<file path="src/rtl/axi_arb_pkg.sv">
// Shared types for the 2x1 AXI master arbiter: FSM state enums, owner index
// and AXI response encodings.
package axi_arb_pkg;

  typedef enum logic [1:0] {
    RD_IDLE = 2'd0,
    RD_ADDR = 2'd1,
    RD_DATA = 2'd2
  } rd_state_t;

  typedef enum logic [1:0] {
    WR_IDLE = 2'd0,
    WR_REQ  = 2'd1,
    WR_RESP = 2'd2
  } wr_state_t;

  typedef logic owner_t;

  localparam logic [1:0] RESP_OKAY   = 2'b00;
  localparam logic [1:0] RESP_SLVERR = 2'b10;

endpackage

</file>
<file path="src/rtl/axi_master_arbiter_2x1_if.sv">
// AXI4 subset (AR/R/AW/W/B, no IDs) used for both requester ports and the
// shared master port.
interface axi_master_arbiter_2x1_if #(
  parameter int ADDR_W = 32,
  parameter int DATA_W = 32,
  parameter int LEN_W  = 8
);
  logic              arvalid;
  logic              arready;
  logic [ADDR_W-1:0] araddr;
  logic [LEN_W-1:0]  arlen;

  logic              rvalid;
  logic              rready;
  logic [DATA_W-1:0] rdata;
  logic [1:0]        rresp;
  logic              rlast;

  logic              awvalid;
  logic              awready;
  logic [ADDR_W-1:0] awaddr;
  logic [LEN_W-1:0]  awlen;

  logic                wvalid;
  logic                wready;
  logic [DATA_W-1:0]   wdata;
  logic [DATA_W/8-1:0] wstrb;
  logic                wlast;

  logic       bvalid;
  logic       bready;
  logic [1:0] bresp;

  // Issuer of transactions.
  modport master (
    output arvalid, araddr, arlen, rready,
    output awvalid, awaddr, awlen, wvalid, wdata, wstrb, wlast, bready,
    input  arready, rvalid, rdata, rresp, rlast, awready, wready, bvalid, bresp
  );

  // Responder to transactions.
  modport slave (
    input  arvalid, araddr, arlen, rready,
    input  awvalid, awaddr, awlen, wvalid, wdata, wstrb, wlast, bready,
    output arready, rvalid, rdata, rresp, rlast, awready, wready, bvalid, bresp
  );
endinterface

</file>
<file path="src/rtl/rr_arbiter_2.sv">
// Two-way priority picker. With AXI_ARB_FIXED_PRIO_EN defined port 0 always
// wins and no pointer exists; otherwise round-robin with a pointer register.
module rr_arbiter_2
  import axi_arb_pkg::*;
(
  input  logic       clk,
  input  logic       rst,
  input  logic [1:0] req,
  input  logic       done,
  input  owner_t     done_owner,
  output owner_t     grant
);

`ifdef AXI_ARB_FIXED_PRIO_EN
  logic unused_fixed;
  assign unused_fixed = ^{clk, rst, done, done_owner};
  assign grant = req[0] ? 1'b0 : 1'b1;
`else
  owner_t ptr;  // port currently favoured

  always_ff @(posedge clk) begin
    if (rst)       ptr <= 1'b0;
    else if (done) ptr <= ~done_owner;
  end

  assign grant = req[ptr] ? ptr : ~ptr;
`endif

endmodule

</file>
<file path="src/rtl/axi_master_arbiter_2x1.sv">
// Shares one AXI4 master port between two requesters; independent read and
// write FSMs, one outstanding transaction each. See rr_arbiter_2 for AXI_ARB_FIXED_PRIO_EN.
module axi_master_arbiter_2x1
  import axi_arb_pkg::*;
(
  input  logic                      clk,
  input  logic                      rst,
  axi_master_arbiter_2x1_if.slave   s0,
  axi_master_arbiter_2x1_if.slave   s1,
  axi_master_arbiter_2x1_if.master  m
);

  rd_state_t rd_state;
  wr_state_t wr_state;
  owner_t    rd_owner, wr_owner, rd_grant, wr_grant;
  logic      aw_done, w_done;

  logic ar_sel_valid, r_sel_ready, aw_sel_valid, w_sel_valid, w_sel_last, b_sel_ready;
  logic rd_ar_hs, rd_last_hs, wr_aw_hs, wr_w_last_hs, wr_b_hs;

  assign ar_sel_valid = rd_owner ? s1.arvalid : s0.arvalid;
  assign r_sel_ready  = rd_owner ? s1.rready  : s0.rready;
  assign aw_sel_valid = wr_owner ? s1.awvalid : s0.awvalid;
  assign w_sel_valid  = wr_owner ? s1.wvalid  : s0.wvalid;
  assign w_sel_last   = wr_owner ? s1.wlast   : s0.wlast;
  assign b_sel_ready  = wr_owner ? s1.bready  : s0.bready;

  assign rd_ar_hs     = (rd_state == RD_ADDR) && ar_sel_valid && m.arready;
  assign rd_last_hs   = (rd_state == RD_DATA) && m.rvalid && r_sel_ready && m.rlast;
  assign wr_aw_hs     = (wr_state == WR_REQ) && !aw_done && aw_sel_valid && m.awready;
  assign wr_w_last_hs = (wr_state == WR_REQ) && !w_done && w_sel_valid && w_sel_last && m.wready;
  assign wr_b_hs      = (wr_state == WR_RESP) && m.bvalid && b_sel_ready;

  rr_arbiter_2 u_rd_arb (
    .clk(clk), .rst(rst), .req({s1.arvalid, s0.arvalid}),
    .done(rd_last_hs), .done_owner(rd_owner), .grant(rd_grant)
  );

  rr_arbiter_2 u_wr_arb (
    .clk(clk), .rst(rst), .req({s1.awvalid, s0.awvalid}),
    .done(wr_b_hs), .done_owner(wr_owner), .grant(wr_grant)
  );

  always_ff @(posedge clk) begin
    if (rst) begin
      rd_state <= RD_IDLE;
      rd_owner <= 1'b0;
    end else begin
      case (rd_state)
        RD_IDLE: if (s0.arvalid || s1.arvalid) begin
          rd_owner <= rd_grant;
          rd_state <= RD_ADDR;
        end
        RD_ADDR: if (rd_ar_hs)   rd_state <= RD_DATA;
        RD_DATA: if (rd_last_hs) rd_state <= RD_IDLE;
        default: rd_state <= RD_IDLE;
      endcase
    end
  end

  // AW and W complete independently in either order; dones clear on exit.
  always_ff @(posedge clk) begin
    if (rst) begin
      wr_state <= WR_IDLE;
      wr_owner <= 1'b0;
      aw_done  <= 1'b0;
      w_done   <= 1'b0;
    end else begin
      case (wr_state)
        WR_IDLE: if (s0.awvalid || s1.awvalid) begin
          wr_owner <= wr_grant;
          wr_state <= WR_REQ;
        end
        WR_REQ: begin
          if (wr_aw_hs)     aw_done <= 1'b1;
          if (wr_w_last_hs) w_done  <= 1'b1;
          if ((aw_done || wr_aw_hs) && (w_done || wr_w_last_hs)) begin
            wr_state <= WR_RESP;
            aw_done  <= 1'b0;
            w_done   <= 1'b0;
          end
        end
        WR_RESP: if (wr_b_hs) wr_state <= WR_IDLE;
        default: wr_state <= WR_IDLE;
      endcase
    end
  end

  always_comb begin
    m.arvalid  = 1'b0;
    m.araddr   = '0;
    m.arlen    = '0;
    m.rready   = 1'b0;
    m.awvalid  = 1'b0;
    m.awaddr   = '0;
    m.awlen    = '0;
    m.wvalid   = 1'b0;
    m.wdata    = '0;
    m.wstrb    = '0;
    m.wlast    = 1'b0;
    m.bready   = 1'b0;
    s0.arready = 1'b0;
    s0.rvalid  = 1'b0;
    s0.rdata   = '0;
    s0.rresp   = '0;
    s0.rlast   = 1'b0;
    s0.awready = 1'b0;
    s0.wready  = 1'b0;
    s0.bvalid  = 1'b0;
    s0.bresp   = '0;
    s1.arready = 1'b0;
    s1.rvalid  = 1'b0;
    s1.rdata   = '0;
    s1.rresp   = '0;
    s1.rlast   = 1'b0;
    s1.awready = 1'b0;
    s1.wready  = 1'b0;
    s1.bvalid  = 1'b0;
    s1.bresp   = '0;

    case (rd_state)
      RD_ADDR: begin
        m.arvalid = ar_sel_valid;
        m.araddr  = rd_owner ? s1.araddr : s0.araddr;
        m.arlen   = rd_owner ? s1.arlen  : s0.arlen;
        if (rd_owner) s1.arready = m.arready;
        else          s0.arready = m.arready;
      end
      RD_DATA: begin
        m.rready = r_sel_ready;
        if (rd_owner) begin
          s1.rvalid = m.rvalid; s1.rdata = m.rdata; s1.rresp = m.rresp; s1.rlast = m.rlast;
        end else begin
          s0.rvalid = m.rvalid; s0.rdata = m.rdata; s0.rresp = m.rresp; s0.rlast = m.rlast;
        end
      end
      default: ;
    endcase

    case (wr_state)
      WR_REQ: begin
        m.awvalid = aw_sel_valid && !aw_done;
        m.awaddr  = wr_owner ? s1.awaddr : s0.awaddr;
        m.awlen   = wr_owner ? s1.awlen  : s0.awlen;
        m.wvalid  = w_sel_valid && !w_done;
        m.wdata   = wr_owner ? s1.wdata : s0.wdata;
        m.wstrb   = wr_owner ? s1.wstrb : s0.wstrb;
        m.wlast   = w_sel_last;
        if (wr_owner) begin
          s1.awready = m.awready && !aw_done;
          s1.wready  = m.wready && !w_done;
        end else begin
          s0.awready = m.awready && !aw_done;
          s0.wready  = m.wready && !w_done;
        end
      end
      WR_RESP: begin
        m.bready = b_sel_ready;
        if (wr_owner) begin s1.bvalid = m.bvalid; s1.bresp = m.bresp; end
        else          begin s0.bvalid = m.bvalid; s0.bresp = m.bresp; end
      end
      default: ;
    endcase
  end

endmodule

</file>
<file path="src/flat_wrapper.sv">
// flat-port wrapper written by rule: the top's interface ports become plain ports
module axi_master_arbiter_2x1_flat import axi_arb_pkg::*;
  (clk, rst, s0_arvalid, s0_araddr, s0_arlen, s0_rready, s0_awvalid, s0_awaddr, s0_awlen, s0_wvalid, s0_wdata, s0_wstrb, s0_wlast, s0_bready, s0_arready, s0_rvalid, s0_rdata, s0_rresp, s0_rlast, s0_awready, s0_wready, s0_bvalid, s0_bresp, s1_arvalid, s1_araddr, s1_arlen, s1_rready, s1_awvalid, s1_awaddr, s1_awlen, s1_wvalid, s1_wdata, s1_wstrb, s1_wlast, s1_bready, s1_arready, s1_rvalid, s1_rdata, s1_rresp, s1_rlast, s1_awready, s1_wready, s1_bvalid, s1_bresp, m_arvalid, m_araddr, m_arlen, m_rready, m_awvalid, m_awaddr, m_awlen, m_wvalid, m_wdata, m_wstrb, m_wlast, m_bready, m_arready, m_rvalid, m_rdata, m_rresp, m_rlast, m_awready, m_wready, m_bvalid, m_bresp);
  axi_master_arbiter_2x1_if s0_i ();
  axi_master_arbiter_2x1_if s1_i ();
  axi_master_arbiter_2x1_if m_i ();
  input  logic clk;
  input  logic rst;
  input wire logic [$bits(s0_i.arvalid)-1:0] s0_arvalid;
  input wire logic [$bits(s0_i.araddr)-1:0] s0_araddr;
  input wire logic [$bits(s0_i.arlen)-1:0] s0_arlen;
  input wire logic [$bits(s0_i.rready)-1:0] s0_rready;
  input wire logic [$bits(s0_i.awvalid)-1:0] s0_awvalid;
  input wire logic [$bits(s0_i.awaddr)-1:0] s0_awaddr;
  input wire logic [$bits(s0_i.awlen)-1:0] s0_awlen;
  input wire logic [$bits(s0_i.wvalid)-1:0] s0_wvalid;
  input wire logic [$bits(s0_i.wdata)-1:0] s0_wdata;
  input wire logic [$bits(s0_i.wstrb)-1:0] s0_wstrb;
  input wire logic [$bits(s0_i.wlast)-1:0] s0_wlast;
  input wire logic [$bits(s0_i.bready)-1:0] s0_bready;
  output wire logic [$bits(s0_i.arready)-1:0] s0_arready;
  output wire logic [$bits(s0_i.rvalid)-1:0] s0_rvalid;
  output wire logic [$bits(s0_i.rdata)-1:0] s0_rdata;
  output wire logic [$bits(s0_i.rresp)-1:0] s0_rresp;
  output wire logic [$bits(s0_i.rlast)-1:0] s0_rlast;
  output wire logic [$bits(s0_i.awready)-1:0] s0_awready;
  output wire logic [$bits(s0_i.wready)-1:0] s0_wready;
  output wire logic [$bits(s0_i.bvalid)-1:0] s0_bvalid;
  output wire logic [$bits(s0_i.bresp)-1:0] s0_bresp;
  input wire logic [$bits(s1_i.arvalid)-1:0] s1_arvalid;
  input wire logic [$bits(s1_i.araddr)-1:0] s1_araddr;
  input wire logic [$bits(s1_i.arlen)-1:0] s1_arlen;
  input wire logic [$bits(s1_i.rready)-1:0] s1_rready;
  input wire logic [$bits(s1_i.awvalid)-1:0] s1_awvalid;
  input wire logic [$bits(s1_i.awaddr)-1:0] s1_awaddr;
  input wire logic [$bits(s1_i.awlen)-1:0] s1_awlen;
  input wire logic [$bits(s1_i.wvalid)-1:0] s1_wvalid;
  input wire logic [$bits(s1_i.wdata)-1:0] s1_wdata;
  input wire logic [$bits(s1_i.wstrb)-1:0] s1_wstrb;
  input wire logic [$bits(s1_i.wlast)-1:0] s1_wlast;
  input wire logic [$bits(s1_i.bready)-1:0] s1_bready;
  output wire logic [$bits(s1_i.arready)-1:0] s1_arready;
  output wire logic [$bits(s1_i.rvalid)-1:0] s1_rvalid;
  output wire logic [$bits(s1_i.rdata)-1:0] s1_rdata;
  output wire logic [$bits(s1_i.rresp)-1:0] s1_rresp;
  output wire logic [$bits(s1_i.rlast)-1:0] s1_rlast;
  output wire logic [$bits(s1_i.awready)-1:0] s1_awready;
  output wire logic [$bits(s1_i.wready)-1:0] s1_wready;
  output wire logic [$bits(s1_i.bvalid)-1:0] s1_bvalid;
  output wire logic [$bits(s1_i.bresp)-1:0] s1_bresp;
  output wire logic [$bits(m_i.arvalid)-1:0] m_arvalid;
  output wire logic [$bits(m_i.araddr)-1:0] m_araddr;
  output wire logic [$bits(m_i.arlen)-1:0] m_arlen;
  output wire logic [$bits(m_i.rready)-1:0] m_rready;
  output wire logic [$bits(m_i.awvalid)-1:0] m_awvalid;
  output wire logic [$bits(m_i.awaddr)-1:0] m_awaddr;
  output wire logic [$bits(m_i.awlen)-1:0] m_awlen;
  output wire logic [$bits(m_i.wvalid)-1:0] m_wvalid;
  output wire logic [$bits(m_i.wdata)-1:0] m_wdata;
  output wire logic [$bits(m_i.wstrb)-1:0] m_wstrb;
  output wire logic [$bits(m_i.wlast)-1:0] m_wlast;
  output wire logic [$bits(m_i.bready)-1:0] m_bready;
  input wire logic [$bits(m_i.arready)-1:0] m_arready;
  input wire logic [$bits(m_i.rvalid)-1:0] m_rvalid;
  input wire logic [$bits(m_i.rdata)-1:0] m_rdata;
  input wire logic [$bits(m_i.rresp)-1:0] m_rresp;
  input wire logic [$bits(m_i.rlast)-1:0] m_rlast;
  input wire logic [$bits(m_i.awready)-1:0] m_awready;
  input wire logic [$bits(m_i.wready)-1:0] m_wready;
  input wire logic [$bits(m_i.bvalid)-1:0] m_bvalid;
  input wire logic [$bits(m_i.bresp)-1:0] m_bresp;
  assign s0_i.arvalid = s0_arvalid;
  assign s0_i.araddr = s0_araddr;
  assign s0_i.arlen = s0_arlen;
  assign s0_i.rready = s0_rready;
  assign s0_i.awvalid = s0_awvalid;
  assign s0_i.awaddr = s0_awaddr;
  assign s0_i.awlen = s0_awlen;
  assign s0_i.wvalid = s0_wvalid;
  assign s0_i.wdata = s0_wdata;
  assign s0_i.wstrb = s0_wstrb;
  assign s0_i.wlast = s0_wlast;
  assign s0_i.bready = s0_bready;
  assign s0_arready = s0_i.arready;
  assign s0_rvalid = s0_i.rvalid;
  assign s0_rdata = s0_i.rdata;
  assign s0_rresp = s0_i.rresp;
  assign s0_rlast = s0_i.rlast;
  assign s0_awready = s0_i.awready;
  assign s0_wready = s0_i.wready;
  assign s0_bvalid = s0_i.bvalid;
  assign s0_bresp = s0_i.bresp;
  assign s1_i.arvalid = s1_arvalid;
  assign s1_i.araddr = s1_araddr;
  assign s1_i.arlen = s1_arlen;
  assign s1_i.rready = s1_rready;
  assign s1_i.awvalid = s1_awvalid;
  assign s1_i.awaddr = s1_awaddr;
  assign s1_i.awlen = s1_awlen;
  assign s1_i.wvalid = s1_wvalid;
  assign s1_i.wdata = s1_wdata;
  assign s1_i.wstrb = s1_wstrb;
  assign s1_i.wlast = s1_wlast;
  assign s1_i.bready = s1_bready;
  assign s1_arready = s1_i.arready;
  assign s1_rvalid = s1_i.rvalid;
  assign s1_rdata = s1_i.rdata;
  assign s1_rresp = s1_i.rresp;
  assign s1_rlast = s1_i.rlast;
  assign s1_awready = s1_i.awready;
  assign s1_wready = s1_i.wready;
  assign s1_bvalid = s1_i.bvalid;
  assign s1_bresp = s1_i.bresp;
  assign m_arvalid = m_i.arvalid;
  assign m_araddr = m_i.araddr;
  assign m_arlen = m_i.arlen;
  assign m_rready = m_i.rready;
  assign m_awvalid = m_i.awvalid;
  assign m_awaddr = m_i.awaddr;
  assign m_awlen = m_i.awlen;
  assign m_wvalid = m_i.wvalid;
  assign m_wdata = m_i.wdata;
  assign m_wstrb = m_i.wstrb;
  assign m_wlast = m_i.wlast;
  assign m_bready = m_i.bready;
  assign m_i.arready = m_arready;
  assign m_i.rvalid = m_rvalid;
  assign m_i.rdata = m_rdata;
  assign m_i.rresp = m_rresp;
  assign m_i.rlast = m_rlast;
  assign m_i.awready = m_awready;
  assign m_i.wready = m_wready;
  assign m_i.bvalid = m_bvalid;
  assign m_i.bresp = m_bresp;
  axi_master_arbiter_2x1 u_core (.clk(clk), .rst(rst), .s0(s0_i), .s1(s1_i), .m(m_i));
endmodule
</file>
<file path="config.mk">
export PLATFORM = sky130hd
export DESIGN_NAME = axi_master_arbiter_2x1_flat
export DESIGN_NICKNAME = d
export VERILOG_FILES = /design/src/rtl/axi_arb_pkg.sv /design/src/rtl/axi_master_arbiter_2x1_if.sv /design/src/rtl/rr_arbiter_2.sv /design/src/rtl/axi_master_arbiter_2x1.sv /design/src/flat_wrapper.sv
export SDC_FILE = /design/constraint.sdc
export NUM_CORES = 1
export LEC_CHECK = 0
export BUFFER_PORTS_ARGS = -buffer_cell sky130_fd_sc_hd__buf_4
export CAP_MARGIN = 15
export CORE_AREA = 2 2 189 191
export CTS_CLUSTER_SIZE = 40
export DETAILED_ROUTE_END_ITERATION = 8
export DIE_AREA = 0 0 191 193
export SLEW_MARGIN = 30
export SYNTH_ARGS = -nofsm -noshare
export SYNTH_HDL_FRONTEND = slang
export SYNTH_SLANG_ARGS = --single-unit
</file>
<file path="constraint.sdc">
create_clock -name clk -period 3.7 [get_ports clk]
set_input_delay 0.37 -clock clk [delete_from_list [all_inputs] [get_ports clk]]
set_output_delay 0.37 -clock clk [all_outputs]
set_load 0.03 [all_outputs]
</file>
==> results of run 1 <==
## where the power goes
part / internal (mW) / total (mW) / switching, mW
logic: 0.433 / 0.899 / 0.466
clock network: 0.163 / 0.224 / 0.0601
registers: 0.113 / 0.134 / 0.0210
total: 0.709 / 1.26 / 0.547
## cell families (layout without fill, tap and decap cells)
group	count (synthesis)	count (layout)	share of synthesized area (%)
flip-flops	10	10	6.87
AND/OR/NAND/NOR	237	237	39.6
AO/OA/AOI/OAI	20	20	4.98
buffers and inverters	41	507	6.48
multiplexers	122	122	42.0
other	0	1	0
## final cells by class
| type | instances | area (sq um) |
|---|---|---|
| Timing Repair Buffer | 500 | 3750 |
| Inverter | 3 | 11.3 |
| Multi-Input combinational cell | 379 | 2530 |
| Sequential cell | 10 | 205 |
| Antenna cell | 1 | 2.50 |
| Tap cell | 461 | 577 |
| Clock buffer | 4 | 88.8 |
| Fill cell | 3867 | 27800 |
## sequential cells by signal, indices dropped and copies added (netlist names)
signal and flops:
u_core.wr_state 2, u_core.rd_owner 1, u_core.u_rd_arb.ptr 1, u_core.u_wr_arb.ptr 1
u_core.rd_state 2, u_core.wr_owner 1, u_core.w_done 1, u_core.aw_done 1
## worst register-to-register path: stages, from the launching register on
cell and delay [ps]:
dfxtp_4 840, mux2_2 460, a41o_1 270, a211oi_1 230
## cells in the final DEF (no fill, tap or decap), types with 4 or more instances in the layout
cell	instances
nand2b_1	8
dfxtp_1	8
nor2_1	131
a21oi_1	5
and2_1	75
mux2i_1	119
nand2_1	4
buf_4	500
## metal layers
layer	global-route usage [%]	share of wire, %	up-vias
met3	1.92	8.4	6
li1	-	-	2367
met5	0	0	-
met1	9.92	38	2127
met2	15.8	52	274
met4	0.835	0.70	0
## per-stage QoR
stage	instances	cell area, sq um	utilization (%)	total power, mW
2_1_floorplan	430	2910	-	0.582
3_3_place_gp	1353	7080	20.2	1.04
3_5_place_dp	1353	7080	20.2	1.04
4_1_cts	1357	7170	20.5	1.28
5_1_grt	1358	7170	20.5	1.33
6_report	1358	7170	20.5	1.26
## path summary, 6_finish.rpt
kind | startpoint | cells after the start | slack [ps] | to
worst max-delay path | u_core.wr_state[1] | 4 | 1170 | m_awlen[4]
worst min-delay path | s1_awvalid | 3 | 400 | u_core.wr_owner
worst max register to register | u_core.wr_owner | 3 | 1820 | u_core.aw_done
worst min register to register | u_core.u_rd_arb.ptr | 2 | 480 | u_core.u_rd_arb.ptr
==> results.toml, run 1 <==
[cts]
cts_resized = 0
clk_latency_ps = 240
post_cts_buffers = 0
root_buffer = "clkbuf_16"
cts.path.max_buffers = 2
cts_sinks = 10
hold_buffers = 0
cts_inserted_buffers = 3
cts_tree = "yes"
clkTransAtPathRegs_ps = 50
h-tree-depth = 1

[grt]
antenna_found_initial = 1
grt_max_degree = 54
grtUsageTotal_pct = 8.38
grt_pass1_vias = 4273
grt_overflow = 0
grt_pass1_wl_microns = 23800

[logic_synthesis]
synth_edf_count = 0
postSynthAreaPerCell_sq_um = 6.78
synth_top_cell_by_area = "mux2i_1"
netlist_instances = 430
synth_most_common_cell = "nor2_1"
synthArstFlopShare_pct = 0
mappedNetlistNets = 718
ys_top_cells_by_count = "132 x nor2_1, 119 x mux2i_1, 75 x and2_1, 19 x buf_2, 17 x clkbuf_1"
synthTopCellsByArea = "mux2i_1 41%, nor2_1 17%, and2_1 16%, dfxtp_1 6.9%, buf_2 3.3%"
synth_seq_cells = 10
netlist_area_sq_um = 2910
ys_seq_area_share_pct = 6.87
synth_flop_cell = "dfxtp_1"
yosysUniqueCellTypes = 37
netlist.area_leader.share_pct = 40.9
synth_warnings = 0

[timing]
timing.final.crit_share_pct = 68.3
finClkSkew_ps = 0.281
hold_viol = 0
fin_tns_setup_ps = 0
max_freq_ghz = 0.395
layout_setup_ws_ps = 1170
relSlewSlack_pct = 46.4
period_needed_ps = 2530
setup_viol = 0
hold-worst-slack_ps = 403
worstMarginPinSlew_ps = 804
drv_slew = 0
rsz0062_at_grt = "no"

[critical_path]
cp.required_ps = 3330
path_class = "register to output pin"
cp.arrival_ps = 2160
slowest_delay_ps = 530
startpoint_type = "register"
path_cells = "nand2b_2 > buf_4 > nor2_1 > buf_4"
crit_top_cell = "buf_4"
path_buf_inv = 2
crit_path_top_delay_cell = "nand2b_2"
end_kind = "output pin"
crit_fanout = 53
path_delay_family = "buffers and inverters"

[placement]
routabilityCongestion = 0.757
place.port_buffers = 493
dp_slack_ps = 1460
dp.final_hpwl_microns = 16000

[finish]
area_growth_pct = 146
drive_above_1_share_pct = 57.4
fin_nets = 1185

[route]
drtPass1Iterations = 4
routed_wl_microns = 18100
avgViaCountPerCell = 3.52
wl_per_cell_microns = 13.3
vias = 4774
postRouteAntennaNets = 0
drt_iter0_drc = 88
drc = 0

[floorplan]
pin_count = 494
die-area_sq_um = 36900
die_x_microns = 191
fp.coreArea_sq_um = 35000
num_rows = 69
start_util_pct = 8.33
die_y_microns = 193

[job]
drv_cap = 0

[worst_hold_path]
hold_class = "primary input to register"

[power_and_ir_drop]
vdd_drop_max_mv = 0.155
leakagePower_nw = 3.54
p_per_area_nw_per_um2 = 175

[run_status]
run_status = "finished clean"
(Power assumes the default switching activity.)
==> run 2, diff against run 1 <==
--- a/config.mk
+++ b/config.mk
@@ -5,12 +5,13 @@
 export SDC_FILE = /design/constraint.sdc
 export NUM_CORES = 1
 export LEC_CHECK = 0
+export ABC_AREA = 1
 export BUFFER_PORTS_ARGS = -buffer_cell sky130_fd_sc_hd__buf_4
 export CAP_MARGIN = 15
-export CORE_AREA = 2 2 189 191
+export CORE_AREA = 2 2 191 193
 export CTS_CLUSTER_SIZE = 40
 export DETAILED_ROUTE_END_ITERATION = 8
-export DIE_AREA = 0 0 191 193
+export DIE_AREA = 0 0 193 195
 export SLEW_MARGIN = 30
 export SYNTH_ARGS = -nofsm -noshare
 export SYNTH_HDL_FRONTEND = slang
==> constraint.sdc (replaced) <==
create_clock -name clk -period 2.4 [get_ports clk]
set_input_delay 0.24 -clock clk [delete_from_list [all_inputs] [get_ports clk]]
set_output_delay 0.24 -clock clk [all_outputs]
set_load 0.03 [all_outputs]
==> run 2 against run 1 <==
Utilization fell by 0.57 points. Power rose by 92%. Via count rose by 17%. Flip-flop and latch count did not move.
==> results.toml, run 2 <==
[route]
drc = 0
drt_iter0_drc = 202
drtPass1Iterations = 4
avgViaCountPerCell = 3.60
postRouteAntennaNets = 0
vias = 5571
wl_per_cell_microns = 12.6
routed_wl_microns = 19500

[power_and_ir_drop]
p_per_area_nw_per_um2 = 342
vdd_drop_max_mv = 0.235
switchingPower_mw = 1.21
finalPower_mw = 2.41
p_int_mw = 1.20
p_seq_share_pct = 8.0
leakagePower_nw = 3.97
combPwrFrac_pct = 77.7
pwr-share-clk_pct = 14.2
netSwitchingFraction_pct = 50.1

[floorplan]
num_rows = 69
fp.coreArea_sq_um = 35400
die_x_microns = 193
pin_count = 494
die-area_sq_um = 37600
die_y_microns = 195
start_util_pct = 7.76

[critical_path]
r2r_setup_slack_ps = 740
end_kind = "output pin"
reg2reg_depth = 9
path_cells = "inv_1 > nor2_1 > nand2_2 > nor2_1 > buf_4"
path_buf_inv = 2
cp.arrival_ps = 1800
crit_top_cell = "nor2_1"
crit_fanout = 36
crit_path_top_delay_cell = "nand2_2"
path_class = "register to output pin"
worstReg2RegEnd = "u_core.u_rd_arb.ptr"
rr_startpoint = "u_core.rd_owner"
cp.required_ps = 2160
slowest_delay_ps = 440
path_delay_family = "simple AND/OR/NAND/NOR gates"
startpoint_type = "register"

[logic_synthesis]
netlist_area_sq_um = 2750
mappedNetlistNets = 910
synth_warnings = 0
synth_seq_cells = 10
ys_seq_area_share_pct = 7.29
synth_top_cell_by_area = "nand2_1"
synth_most_common_cell = "nand2_1"
netlist.area_leader.share_pct = 36.9
ys_top_cells_by_count = "270 x nand2_1, 127 x a21oi_1, 89 x nor2_1, 55 x inv_1, 22 x buf_2"
synth_flop_cell = "dfxtp_1"
netlist_instances = 622
synthTopCellsByArea = "nand2_1 37%, a21oi_1 23%, nor2_1 12%, inv_1 7.5%, dfxtp_1 7.3%"
synthArstFlopShare_pct = 0
synth_edf_count = 0
postSynthAreaPerCell_sq_um = 4.42
yosysUniqueCellTypes = 21

[timing]
rsz0062_at_grt = "no"
worstMarginPinSlew_ps = 647
max_freq_ghz = 0.489
hold-worst-slack_ps = 271
setup_viol = 0
period_needed_ps = 2040
finClkSkew_ps = 0.390
hold_viol = 0
relSlewSlack_pct = 56.7
fin_tns_setup_ps = 0
drv_slew = 0
timing.final.crit_share_pct = 85.1

[worst_hold_path]
whs_path_depth = 2
hold_start = "rst"
hold_class = "primary input to register"
min_to = "u_core.wr_owner"

[grt]
grt_overflow = 0
use_met3_pct = 1.94
antenna_found_initial = 1
grt_use_met1_pct = 9.60
use_met2_pct = 17.9
top_usage_layer = "met2"
grtUsageTotal_pct = 9.07
grt_pass1_wl_microns = 26600
grt_max_degree = 83
grt_pass1_vias = 5011

[finish]
antenna_cells = 0
final_common_cell = "buf_4"
layout_common_cells = "500 x buf_4, 270 x nand2_1, 127 x a21oi_1"
fillers = 4023
area_growth_pct = 157
reg_top3 = "u_core.rd_state (2), u_core.wr_state (2)"
drive_above_1_share_pct = 47.8
fin_nets = 1375

[cts]
clk_latency_ps = 240
h-tree-depth = 1
hold_buffers = 0
root_buffer = "clkbuf_16"
cts_inserted_buffers = 3
cts.path.max_buffers = 2
cts_resized = 0
clkTransAtPathRegs_ps = 40
cts_tree = "yes"
cts_sinks = 10
post_cts_buffers = 0

[job]
drv_cap = 0

[placement]
routabilityCongestion = 0.906
place.port_buffers = 493
dp.final_hpwl_microns = 16800

[run_status]
run_status = "finished clean"
run 2: cell types whose count changed after synthesis, moves of 6 or more:
cell      delta
and2_1      -75
mux2i_1    -119
nand2_1    +266
inv_1       +52
nand2b_1     -9
nor2_1      -43
buf_1        +6
a21oi_1    +122
run 2: area by class of cell:
type                       instances  area [sq um]  area share [%]
clock buffer                       4          88.8            1.26
inverter                          57           214            3.03
timing repair buffer             505          3850            54.6
sequential                        10           201            2.85
multi-input combinational        510          2130            30.1
tap                              461           577            8.17
run 2: logic make-up (layout without fill, tap and decap cells):
family	count (synthesis)	in the layout	share of synthesized area, %
and+or+nand+nor	379	379	53.4
AOI/OAI and AO/OA	131	131	24.0
buffers and inverters	102	566	15.3
DFF	10	10	7.29
run 2: worst max-delay path by stage:
stage                        from  slack, ps  cells after the start           end
4_1_cts        u_core.rd_state[1]        320                      5  s0_rdata[21]
5_1_grt        u_core.rd_state[1]        160                      5  s0_rdata[21]
2_1_floorplan  u_core.wr_state[1]        550                      4     m_awvalid
3_3_place_gp   u_core.rd_state[1]        690                      5  s0_rdata[21]
3_5_place_dp   u_core.rd_state[1]        600                      5  s0_rdata[21]
6_report       u_core.rd_state[1]        360                      5  s0_rdata[21]
run 2: per-stage QoR:
stage / instance area (sq um) / std cells / worst slack, ps / utilization, %
floorplan: 2750 / 622 / 549 / -
global placement: 6970 / 1543 / 685 / 19.7
detailed placement: 6970 / 1543 / 597 / 19.7
CTS: 7060 / 1547 / 324 / 19.9
global route: 7060 / 1547 / 160 / 19.9
finish: 7060 / 1547 / 356 / 19.9
run 2: worst reg2reg max path, cell delays in order, from the launching register on:
cell and delay, ps:
dfxtp_1 310, buf_4 170, inv_2 70, buf_4 380, nand2_1 90, nand2_1 80
and2_2 160, nand3_2 80, o21ai_0 160, a21oi_1 60
run 2: power groups by stage:
stage / combinational (mW) / sequential (mW) / clock (mW)
after floorplan: 0.988 / 0.193 / 0
after global placement: 1.88 / 0.196 / 0
after detailed placement: 1.88 / 0.197 / 0
after CTS: 1.89 / 0.194 / 0.362
after global routing: 2.01 / 0.195 / 0.371
final: 1.87 / 0.194 / 0.343
run 2: routing by layer:
layer	share of wire, %	vias up
met1	37	2441
met2	53	272
met4	1.4	2
li1	-	2844
met5	0.067	-
met3	8.5	12
==> run 3, diff against run 2 <==
==> constraint.sdc (replaced) <==
create_clock -name clk -period 2.1 [get_ports clk]
set_input_delay 0.21 -clock clk [delete_from_list [all_inputs] [get_ports clk]]
set_output_delay 0.21 -clock clk [all_outputs]
set_load 0.03 [all_outputs]
==> run 3 against run 2 <==
Via count is 0.79% higher. Global-route usage is 0.076 points lower. Die area stayed put. Power is 14% higher. Utilization hardly changed. Critical endpoint is now m_awaddr[7]. Largest power group unchanged.
==> results.toml, run 3 (synthesis gave the netlist of run 2 again) <==
[run_status]
run_status = "finished clean"

[critical_path]
path_class = "register to output pin"
reg2reg_depth = 11
path_buf_inv = 2
crit_fanout = 65
worstReg2RegEnd = "u_core.wr_state[1]"
path_delay_family = "buffers and inverters"
crit_path_top_delay_cell = "dfxtp_1"
end_kind = "output pin"
rr_startpoint = "u_core.wr_owner"
startpoint_type = "register"
r2r_setup_slack_ps = 640
cp.required_ps = 1890
startpoint = "u_core.wr_state[0]"
slowest_delay_ps = 380
path_cells = "nand2_2 > buf_12 > a21oi_1 > buf_4"
cp.arrival_ps = 1700

[power_and_ir_drop]
p_per_area_nw_per_um2 = 390
vdd_drop_max_mv = 0.251
finalPower_mw = 2.75
leakagePower_nw = 3.97

[floorplan]
die_x_microns = 193
pin_count = 494
start_util_pct = 7.76
die-area_sq_um = 37600
fp.coreArea_sq_um = 35400
die_y_microns = 195
num_rows = 69

[placement]
dp_cells = 1543
dp_slack_ps = 351
place.port_buffers = 493
dp.final_hpwl_microns = 16500
placed_area_sq_um = 6950
routabilityCongestion = 0.927

[grt]
antenna_found_initial = 2
grtUsageTotal_pct = 8.99
grt_pass1_vias = 5133
grt_overflow = 0
grt_pass1_wl_microns = 26600
grt_max_degree = 66

[cts]
hold_buffers = 0
post_cts_buffers = 0
h-tree-depth = 1
cts_tree = "yes"
root_buffer = "clkbuf_16"
clk_latency_ps = 240
clkTransAtPathRegs_ps = 40
cts_inserted_buffers = 3
cts_sinks = 10
cts.path.max_buffers = 2

[finish]
final_area_sq_um = 7050
area_growth_pct = 157
layout_common_cells = "502 x buf_4, 270 x nand2_1, 127 x a21oi_1"
drive_above_1_share_pct = 47.9
stdcell_count = 1549
fin_nets = 1375
fin_util_pct = 19.9
final_common_cell = "buf_4"
fillers = 4041
reg_top3 = "u_core.rd_state (2), u_core.wr_state (2)"

[timing]
finClkSkew_ps = 0.329
rsz0062_at_grt = "no"
timing.final.crit_share_pct = 90.8
drv_slew = 0
max_freq_ghz = 0.524
relSlewSlack_pct = 71.5
worstMarginPinSlew_ps = 427
hold-worst-slack_ps = 249
period_needed_ps = 1910
layout_setup_ws_ps = 193
hold_viol = 0
setup_viol = 0
fin_tns_setup_ps = 0

[route]
drc = 0
drtPass1Iterations = 4
avgViaCountPerCell = 3.62
vias = 5615
wl_per_cell_microns = 12.4
routed_wl_microns = 19200
postRouteAntennaNets = 0
drt_iter0_drc = 148

[worst_hold_path]
hold_start = "rst"
whs_path_depth = 2
min_to = "u_core.wr_owner"
hold_class = "primary input to register"

[job]
drv_cap = 0
==> run 3: changes by cell type in the layout (fill, tap and decap cells not counted), sizes merged <==
| cell | previous run | this run |
|---|---|---|
| diode | 0 | 2 |
==> run 3: repair_timing <==
action	4_1_cts	5_1_grt
setup endpoints to repair	0	35
resized for setup	0	2
endpoints found under the hold margin	0	0
==> run 3: metal layers <==
metal	up-vias	wire length, microns	GRT usage [%]
met2	279	10300	17.5
met1	2475	7030	9.28
met5	-	0	0
li1	2845	-	-
met3	16	1620	2.34
met4	0	244	2.53
==> run 3: worst max path at each step <==
stage                   end  slack, ps  cells past startpoint
2_1_floorplan     m_awvalid        280                      4
3_5_place_dp   s0_rdata[21]        350                      5
6_report        m_awaddr[7]        190                      4
4_1_cts        s0_rdata[21]         80                      5
3_3_place_gp   s0_rdata[21]        430                      5
5_1_grt        m_awaddr[30]         50                      4
==> run 3: final cells by class <==
type / count / area [sq um] / share of cell area [%]
Antenna cell: 2 / 5.00 / 0.0710
Clock buffer: 4 / 88.8 / 1.26
Inverter: 57 / 214 / 3.04
Multi-Input combinational cell: 510 / 2130 / 30.3
Sequential cell: 10 / 201 / 2.86
Tap cell: 461 / 577 / 8.18
Timing Repair Buffer: 505 / 3830 / 54.3
==> run 3: report_power, final <==
part           internal (mW)  switching [mW]  leakage (nW)  total [mW]
clock network          0.288           0.104        0.0442       0.392
logic                  0.871            1.26          3.84        2.13
registers              0.207          0.0168        0.0823       0.224
total                   1.37            1.38          3.97        2.75
==> run 3: worst register-to-register path, delay by kind of cell (launching register included) <==
kind	cells	cell delay, ps
simple gates	9	720
flops	1	420
buf+inv	2	260
